[src/rtl/pll_seq_pkg.sv]
// rtl/pll_seq_pkg.sv - state encoding and counter sizing shared by the PLL clock-enable sequencer
package pll_seq_pkg;

  localparam int STATE_W = 3;

  typedef enum logic [STATE_W-1:0] {
    PLL_RST   = 3'd0,
    WAIT_LOCK = 3'd1,
    ENABLE    = 3'd2,
    RELEASE   = 3'd3,
    RUN       = 3'd4,
    FAIL      = 3'd5
  } pll_state_e;

  // Width needed for a counter that must be able to hold max_val itself
  function automatic int cnt_w(input int max_val);
    return (max_val < 1) ? 1 : $clog2(max_val + 1);
  endfunction

endpackage

[src/rtl/sync_2ff.sv]
// rtl/sync_2ff.sv - two-flop single-bit synchronizer, async active-low reset to 0
module sync_2ff (
  input  logic clk_i,
  input  logic rst_n_i,
  input  logic d_i,
  output logic q_o
);

  logic meta_q;
  logic sync_q;

  // Two back-to-back flops; the first may go metastable, the second resolves it
  always_ff @(posedge clk_i or negedge rst_n_i) begin
    if (!rst_n_i) begin
      meta_q <= 1'b0;
      sync_q <= 1'b0;
    end else begin
      meta_q <= d_i;
      sync_q <= meta_q;
    end
  end

  assign q_o = sync_q;

endmodule

[src/rtl/pll_clken_sequencer.sv]
// rtl/pll_clken_sequencer.sv - PLL reset, lock qualification, staggered clock enables and system reset release
// Optional retry limit with FAIL state and sticky lock_fail: define PLL_SEQ_RETRY_LIMIT_EN
module pll_clken_sequencer
  import pll_seq_pkg::*;
#(
  parameter int NUM_CLK          = 5,
  parameter int RST_HOLD_CYC     = 64,
  parameter int LOCK_STABLE_CYC  = 1024,
  parameter int LOCK_TIMEOUT_CYC = 65536,
  parameter int STAGGER_CYC      = 16
`ifdef PLL_SEQ_RETRY_LIMIT_EN
  ,
  parameter int MAX_RETRY        = 3
`endif
) (
  input  logic               clkin,
  input  logic               rst_n,
  input  logic               pll_lock,
  output logic               pll_reset,
  output logic [NUM_CLK-1:0] enclk,
  output logic               sys_rst_n,
  output logic               ready,
  output logic               lock_fail,
  output logic [STATE_W-1:0] state_o
);

  localparam int HOLD_W    = cnt_w(RST_HOLD_CYC);
  localparam int STAB_W    = cnt_w(LOCK_STABLE_CYC);
  localparam int TMO_W     = cnt_w(LOCK_TIMEOUT_CYC);
  localparam int PH_W      = cnt_w(NUM_CLK * STAGGER_CYC);
  localparam int LAST_RISE = (NUM_CLK - 1) * STAGGER_CYC;

  logic               lock_s;
  pll_state_e         state_q, state_d;
  logic [HOLD_W-1:0]  hold_q, hold_d;
  logic [STAB_W-1:0]  stable_q, stable_d;
  logic [TMO_W-1:0]   tmo_q, tmo_d;
  logic [PH_W-1:0]    phase_q, phase_d, phase_inc;
  logic               stable_hit, tmo_hit, retry_exhausted;
  logic               pll_reset_q, pll_reset_d;
  logic [NUM_CLK-1:0] enclk_q, enclk_d;
  logic               sys_rst_n_q, sys_rst_n_d;
  logic               ready_q, ready_d;

  sync_2ff u_lock_sync (
    .clk_i   (clkin),
    .rst_n_i (rst_n),
    .d_i     (pll_lock),
    .q_o     (lock_s)
  );

  assign phase_inc  = (phase_q == '1) ? phase_q : phase_q + 1'b1;
  assign stable_hit = lock_s && (stable_q >= STAB_W'(LOCK_STABLE_CYC - 1));
  assign tmo_hit    = tmo_q >= TMO_W'(LOCK_TIMEOUT_CYC - 1);

`ifdef PLL_SEQ_RETRY_LIMIT_EN
  localparam int RETRY_W = cnt_w(MAX_RETRY);

  logic [RETRY_W-1:0] retry_q, retry_d, retry_inc;
  logic               lock_fail_q, lock_fail_d;

  assign retry_inc       = (retry_q == '1) ? retry_q : retry_q + 1'b1;
  assign retry_exhausted = retry_inc >= RETRY_W'(MAX_RETRY);

  // Count abandoned attempts, forget them once RUN is reached; latch failure
  always_comb begin
    retry_d = retry_q;
    if (state_q == WAIT_LOCK && tmo_hit && !stable_hit) retry_d = retry_inc;
    if (state_d == RUN && state_q != RUN) retry_d = '0;
    lock_fail_d = lock_fail_q || (state_d == FAIL);
  end

  // Retry counter and sticky failure flag registers
  always_ff @(posedge clkin or negedge rst_n) begin
    if (!rst_n) begin
      retry_q     <= '0;
      lock_fail_q <= 1'b0;
    end else begin
      retry_q     <= retry_d;
      lock_fail_q <= lock_fail_d;
    end
  end

  assign lock_fail = lock_fail_q;
`else
  assign retry_exhausted = 1'b0;
  assign lock_fail       = 1'b0;
`endif

  // State, counters and registered outputs
  always_ff @(posedge clkin or negedge rst_n) begin
    if (!rst_n) begin
      state_q     <= PLL_RST;
      hold_q      <= '0;
      stable_q    <= '0;
      tmo_q       <= '0;
      phase_q     <= '0;
      pll_reset_q <= 1'b1;
      enclk_q     <= '0;
      sys_rst_n_q <= 1'b0;
      ready_q     <= 1'b0;
    end else begin
      state_q     <= state_d;
      hold_q      <= hold_d;
      stable_q    <= stable_d;
      tmo_q       <= tmo_d;
      phase_q     <= phase_d;
      pll_reset_q <= pll_reset_d;
      enclk_q     <= enclk_d;
      sys_rst_n_q <= sys_rst_n_d;
      ready_q     <= ready_d;
    end
  end

  // Next state: any lock loss after qualification restarts the whole bring-up
  always_comb begin
    state_d = state_q;
    case (state_q)
      PLL_RST:   if (hold_q >= HOLD_W'(RST_HOLD_CYC - 1)) state_d = WAIT_LOCK;
      WAIT_LOCK: begin
        if (stable_hit)   state_d = ENABLE;
        else if (tmo_hit) state_d = retry_exhausted ? FAIL : PLL_RST;
      end
      ENABLE: begin
        if (!lock_s)                               state_d = PLL_RST;
        else if (phase_inc >= PH_W'(LAST_RISE))    state_d = RELEASE;
      end
      RELEASE: begin
        if (!lock_s)                               state_d = PLL_RST;
        else if (phase_inc >= PH_W'(STAGGER_CYC))  state_d = RUN;
      end
      RUN:     if (!lock_s) state_d = PLL_RST;
      FAIL:    state_d = FAIL;
      default: state_d = PLL_RST;
    endcase
  end

  // Counters run only while the state is held and restart from 0 on every entry
  always_comb begin
    hold_d   = '0;
    stable_d = '0;
    tmo_d    = '0;
    phase_d  = '0;
    if (state_q == PLL_RST && state_d == PLL_RST)
      hold_d = (hold_q == '1) ? hold_q : hold_q + 1'b1;
    if (state_q == WAIT_LOCK && state_d == WAIT_LOCK) begin
      tmo_d = (tmo_q == '1) ? tmo_q : tmo_q + 1'b1;
      if (lock_s) stable_d = (stable_q == '1) ? stable_q : stable_q + 1'b1;
    end
    if (state_q == state_d && (state_q == ENABLE || state_q == RELEASE))
      phase_d = phase_inc;
  end

  // Outputs follow the state being entered so they change on the same edge
  always_comb begin
    pll_reset_d = (state_d == PLL_RST) || (state_d == FAIL);
    sys_rst_n_d = (state_d == RUN);
    ready_d     = (state_d == RUN);
    enclk_d     = '0;
    for (int i = 0; i < NUM_CLK; i++) begin
      if (state_d == RELEASE || state_d == RUN) enclk_d[i] = 1'b1;
      else if (state_d == ENABLE)               enclk_d[i] = phase_d >= PH_W'(i * STAGGER_CYC);
    end
  end

  assign pll_reset = pll_reset_q;
  assign enclk     = enclk_q;
  assign sys_rst_n = sys_rst_n_q;
  assign ready     = ready_q;
  assign state_o   = state_q;

endmodule

[config.mk]
export PLATFORM = sky130hd
export DESIGN_NAME = pll_clken_sequencer
export DESIGN_NICKNAME = d
export VERILOG_FILES = /design/src/rtl/pll_seq_pkg.sv /design/src/rtl/sync_2ff.sv /design/src/rtl/pll_clken_sequencer.sv
export SDC_FILE = /design/constraint.sdc
export NUM_CORES = 1
export LEC_CHECK = 0
export ABC_CLOCK_PERIOD_IN_PS = 3200
export CAP_MARGIN = 20
export CELL_PAD_IN_SITES_DETAIL_PLACEMENT = 0
export CELL_PAD_IN_SITES_GLOBAL_PLACEMENT = 1
export CORE_AREA = 4 4 109 111
export CTS_BUF_LIST = sky130_fd_sc_hd__clkbuf_2
export DETAILED_ROUTE_END_ITERATION = 8
export DIE_AREA = 0 0 113 115
export GPL_TIMING_DRIVEN = 0
export PLACE_DENSITY = 0.56
export SLEW_MARGIN = 20
export SYNTH_ARGS = -nofsm -noshare
export SYNTH_HDL_FRONTEND = slang
export SYNTH_SLANG_ARGS = --single-unit
[constraint.sdc]
create_clock -name clkin -period 3.2 [get_ports clkin]
set_input_delay 0.48 -clock clkin [delete_from_list [all_inputs] [get_ports clkin]]
set_output_delay 0.48 -clock clkin [all_outputs]
set_load 0.005 [all_outputs]
## Word level (Yosys, flattened, before mapping)

Index checks and enable logic that the tools add are counted.

- Flip-flop bits (word level): 54
- Latch bits: 0
- Bits in writable memories: 0
- ROM bits: 0
- Input port bits: 3
- Output and inout port bits: 12
- Logic and storage cells: 79
- Memories kept: 0

- Add/sub/neg operators: 4
- Multiply operators: 0
- Div/mod/pow operators: 0
- Magnitude comparators: 10
- Equal/unequal tests: 18
- Shift operators: 0
- Mux-type cells: 28
- Bitwise gates (word level): 0
- Reductions and logical operators: 9

Operators with widths:

| kind | count |
|---|---|
| $mux 17 | 2 |
| $mux 11 | 3 |
| $mux 7 | 4 |
| $mux 3 | 8 |
| $ge 7x6->1 const B | 3 |
| $pmux 3 s6 | 1 |
| $add 17x1->17 const B | 1 |
| $eq 17x17->1 const B | 1 |
| $ge 17x16->1 const B | 1 |
| $add 7x1->7 const B | 2 |
| $eq 7x7->1 const B | 2 |
| $ge 7x5->1 const B | 2 |
| $ge 7x7->1 const B | 2 |
| $eq 3x2->1 const B | 4 |
| $eq 3x3->1 const B | 4 |
| $add 11x1->11 const B | 1 |
| $eq 11x11->1 const B | 1 |
| $ge 11x10->1 const B | 1 |
| $mux 1 | 10 |
| $ge 7x1->1 const B | 1 |
| $eq 3x1->1 const B | 2 |
| $logic_not 3->1 | 2 |
| $logic_and 1x1->1 | 4 |
| $ne 2x2->1 const B | 2 |
| 3 further kinds | 5 |

## Longest topological paths before layout

- Word-level depth: 12
- Depth in mapped cells: 10
- Depth with buffers taken out: 9

## Modules after synthesis

Synthesis repeated with hierarchy kept, for this count alone.

- Cell total of the unflattened synthesis: 271
- Area, all modules: 2727.6 um^2

By module, submodules not included:

| module | times used | cells an instance | area each (um^2) | sequential area each (um^2) |
|---|---|---|---|---|
| pll_clken_sequencer | 1 | 269 | 2677.6 | 1302.5 |
| sync_2ff | 1 | 2 | 50.0 | 50.0 |

## Worst setup path before layout

OpenSTA, ideal clock, no wires.

- Path type: register to register
- Start point: register tmo_q[5]
- End point: register tmo_q[11]
- Library setup time: 77 ps
- Data arrival time: 2284 ps
- Data required time: 3123 ps
- Path slack: 838 ps
- Cell stages (with the launch flop): 10
- Buffers on the path: 1
- Clock period less this slack: 2362 ps
- Cells stage by stage: dfrtp_1 > and4_1 > and3_1 > and3_1 > ha_1 > clkbuf_1 > nor3_1 > nand2_1 > or3_1 > a21oi_1

- Word-level cells in the longest chain between the ends: 7
- Elaborated cells between the ends (all ways): 11
- Classes of those cells: add/sub (1); order compare (1); eq/ne (3); mux (5); reduce/logical (1)

RTL lines:

| element | RTL line | text |
|---|---|---|
| start: declaration | pll_clken_sequencer.sv:37 | `logic [TMO_W-1:0] tmo_q, tmo_d;` |
| start signal: assignment | pll_clken_sequencer.sv:106 | `tmo_q <= tmo_d;` |
| $ge 17x16->1 | pll_clken_sequencer.sv:54 | `assign tmo_hit = tmo_q >= TMO_W'(LOCK_TIMEOUT_CYC - 1);` |
| $mux 3 | pll_clken_sequencer.sv:122 | `else if (tmo_hit) state_d = retry_exhausted ? FAIL : PLL_RST;` |
| $mux 3 | pll_clken_sequencer.sv:121 | `if (stable_hit) state_d = ENABLE;` |
| $pmux 3 s6 | pll_clken_sequencer.sv:118 | `case (state_q)` |
| $eq 3x1->1 | pll_clken_sequencer.sv:146 | `if (state_q == WAIT_LOCK && state_d == WAIT_LOCK) begin` |
| $logic_and 1x1->1 | pll_clken_sequencer.sv:146 |  |
| $ne 2x2->1 (no source line) or $mux 17 (tied branches) | n/a |  |

Parallel ways exist; a longest one is shown, timed or not. The select of a mux whose other input is x is not followed.
A chain may end at the register's enable or synchronous reset.

## Worst setup path after layout

- Start point: register tmo_q[7]
- End point: register tmo_q[11]

The elaborated chain is that of the path after synthesis.

==> impl_metrics.py <==
metrics = {
    "status": {
        "status": "completed",
    },
    "yosys": {
        "synth.distinct_cells": 46,
        "ys_ff_latch": 54,
        "dominantRegCellSynth": "dfrtp_1",
        "async_flop_share_pct": 100,
        "syn_area_per_cell_um2": 10.0,
        "ys_seq_area_share_pct": 50.9,
        "synth_edf_count": 0,
        "yosysTopAreaCellShare_pct": 49.9,
        "yosys.area.top_type": "dfrtp_1",
        "syn-instance-count": 265,
        "synth_warnings": 0,
        "yosys-top-cells-area": "dfrtp_1 50%, nor2_1 6.4%, xor2_1 5.3%",
        "syn_area_mm2": 0.00266,
        "netlist_top_cells_count": "53 x dfrtp_1, 45 x nor2_1, 17 x nand3_1, 16 x nand2_1, 16 x xor2_1",
        "synth_most_common_cell": "dfrtp_1",
    },
    "power": {
        "power.density_mw_per_mm2": 514,
        "power.leakage_nw": 1.31,
        "vdd_drop_max_mv": 0.262,
    },
    "global_route": {
        "antenna_found_initial": 0,
        "gr-total-overflow": 0,
        "grt_pass1_wl_mm": 9.21,
        "track_usage_pct": 8.61,
        "first_global_vias": 1878,
        "grt_max_degree": 55,
    },
    "routing": {
        "drt_iter0_drc": 59,
        "via_per_inst": 4.38,
        "drc": 0,
        "route.vias.total": 1880,
        "wire_per_inst_um": 11.9,
        "first_pass_iters": 4,
        "wl_mm": 5.12,
        "ant_nets": 0,
    },
    "die": {
        "die-area_mm2": 0.0130,
        "rows": 38,
        "ios": 15,
        "start_util_pct": 24.6,
        "die_h_um": 115,
        "fp.coreArea_mm2": 0.0108,
        "die_w_um": 113,
    },
    "clock_tree": {
        "clock_latency_ns": 0.43,
        "clk_pin_slew_ns": 0.28,
        "numClockSinks": 54,
        "cts_tree": "done",
        "cts_buffers": 5,
        "post_cts_buffers": 0,
        "cts_root_buf": "clkbuf_2",
        "htree_levels": 2,
        "cts_buffer_depth": 2,
        "cts.repair.resized": 0,
        "cts.hold.buffers_added": 0,
    },
    "worst_setup_path": {
        "path_max_fanout": 7,
        "critPathKind": "reg -> reg",
        "max_stage_delay_ns": 0.64,
        "slowest_stage": "nor3_1",
        "required_ns": 3.57,
        "cp-start-kind": "register",
        "path_common_cell": "and3_1",
        "cp-end-kind": "register",
        "worstPathArrival_ns": 3.15,
        "crit_chain": "and4_1, and3_1, and3_1, ha_1, clkbuf_1, nor3_1, nand2_1, or3_1, a21oi_1",
    },
    "sta": {
        "fmax_mhz": 359,
        "fin_crit_ns": 2.79,
        "slew_violations": 0,
        "setup_viol": 0,
        "worst_pin_slew_ns": 0.709,
        "finalCritPeriodShare_pct": 87.1,
        "holdWs_ns": 0.0392,
        "relSlewSlack_pct": 52.4,
        "finalHoldViolations": 0,
        "clock_skew_ns": 0.0286,
        "grt_setup_unrepaired": "no",
        "final.setup.tns_ns": 0,
    },
    "final_layout": {
        "syn2layout_area_growth_pct": 14.2,
        "utilization_pct": 28.1,
        "finalNetCount": 297,
        "seq_area_mm2": 0.00135,
        "multiInputGateArea_mm2": 0.00123,
        "layout-drive-gt1-share_pct": 8.30,
        "final.fill_count": 1147,
        "diodes": 0,
    },
    "placed_design": {
        "gp_congestion": 0.734,
        "portBuffers": 13,
        "dp_hpwl_mm": 3.55,
    },
    "hold_path": {
        "holdCritPathClass": "in -> async",
    },
    "job": {
        "drv_cap": 0,
    },
}
[power by group]
group	switching [mW]	internal, mW
logic	0.212	0.178
clock network	0.209	0.133
registers	0.0728	0.755
total	0.494	1.07
[per-layer routing]
layer | part of all wire (%) | vias to the layer above | global-route usage (%)
li1 | - | 962 | -
met1 | 54 | 904 | 12.1
met2 | 43 | 12 | 13.3
met3 | 2.3 | 2 | 1.95
met4 | 0.78 | 0 | 2.64
met5 | 0 | - | 0
[sequential cells by signal (all words and copies together) (netlist names)]
| name | count |
|---|---|
| tmo_q | 17 |
| stable_q | 11 |
| hold_q | 7 |
| phase_q | 7 |
| enclk | 5 |
| state_o | 3 |
| pll_reset | 1 |
| ready | 1 |
| u_lock_sync.meta_q | 1 |
| u_lock_sync.q_o | 1 |
[critical path: cells and delay by family (launching register included)]
| kind | cells | cell delay [ns] |
|---|---|---|
| flip-flops | 1 | 0.46 |
| AND/OR/NAND/NOR | 6 | 1.78 |
| adder cells (fa/ha/maj) | 1 | 0.17 |
| buffers and inverters | 1 | 0.18 |
| AO/OA/AOI/OAI | 1 | 0.14 |
[layout by cell type (no fill, tap or decap), types with 2 or more instances in the layout]
| cell | netlist | final |
|---|---|---|
| nor2_1 | 45 | 45 |
| inv_1 | 10 | 10 |
| nand2_1 | 16 | 16 |
| conb_1 | 1 | 4 |
| clkdlybuf4s50_1 | 0 | 12 |
| nand3_1 | 17 | 17 |
| nor2b_1 | 2 | 2 |
| o21ai_0 | 4 | 4 |
| dfrtp_1 | 53 | 53 |
| nand4_1 | 11 | 11 |
| or3_1 | 3 | 3 |
| o211ai_1 | 2 | 2 |
| a21oi_1 | 13 | 13 |
| xor2_1 | 16 | 16 |
| a211oi_1 | 2 | 2 |
| buf_2 | 3 | 3 |
| buf_4 | 2 | 3 |
| mux2i_1 | 6 | 6 |
| and4_1 | 3 | 3 |
| clkbuf_1 | 2 | 2 |
| nor3_1 | 6 | 6 |
| clkbuf_2 | 0 | 6 |
| xnor2_1 | 10 | 10 |
| a21bo_2 | 2 | 2 |
| and3_1 | 8 | 8 |
| ha_1 | 6 | 6 |
[cells by family after synthesis]
kind of cell / synth area share [%]
AOI/OAI and AO/OA: 9.79
DFF: 50.9
adders and majority gates: 2.82
muxes: 2.26
xor gates and xnor gates: 8.56
buffers and inverters: 3.25
other: 0.141
and+or+nand+nor: 22.3
[cell type report]
| type | instances | share of cell area, % |
|---|---|---|
| flip-flops and latches | 54 | 44.5 |
| multi-input cells | 196 | 40.5 |
| well taps | 140 | 5.77 |
| repair buffers | 13 | 4.20 |
| plain buffers | 8 | 1.61 |
| inverters | 10 | 1.24 |
| clock inverters | 2 | 1.11 |
| clock buffers | 6 | 0.989 |
[stage by stage]
stage / setup WS [ns] / cell area (um2) / instances / power [mW]
CTS: 0.367 / 3040 / 429 / 1.60
finish: 0.414 / 3040 / 429 / 1.56
global placement: -0.156 / 2980 / 421 / 1.24
detailed placement: 0.450 / 2970 / 421 / 1.24
global route: 0.130 / 3040 / 429 / 1.68
floorplan: 0.838 / 2670 / 268 / 1.06
[worst paths after layout]
kind / startpoint / end / slack, ns / depth (start not counted)
max in group asynchronous: rst_n / phase_q[0] / 2.68 / 1
setup reg to reg: tmo_q[7] / tmo_q[11] / 0.41 / 9
min in group clkin: u_lock_sync.meta_q / u_lock_sync.q_o / 0.39 / 0
hold / removal: rst_n / stable_q[6] / 0.04 / 1
hold reg to reg: u_lock_sync.meta_q / u_lock_sync.q_o / 0.39 / 0
setup / recovery: tmo_q[7] / tmo_q[11] / 0.41 / 9
Power figures use the tool's default switching activity.
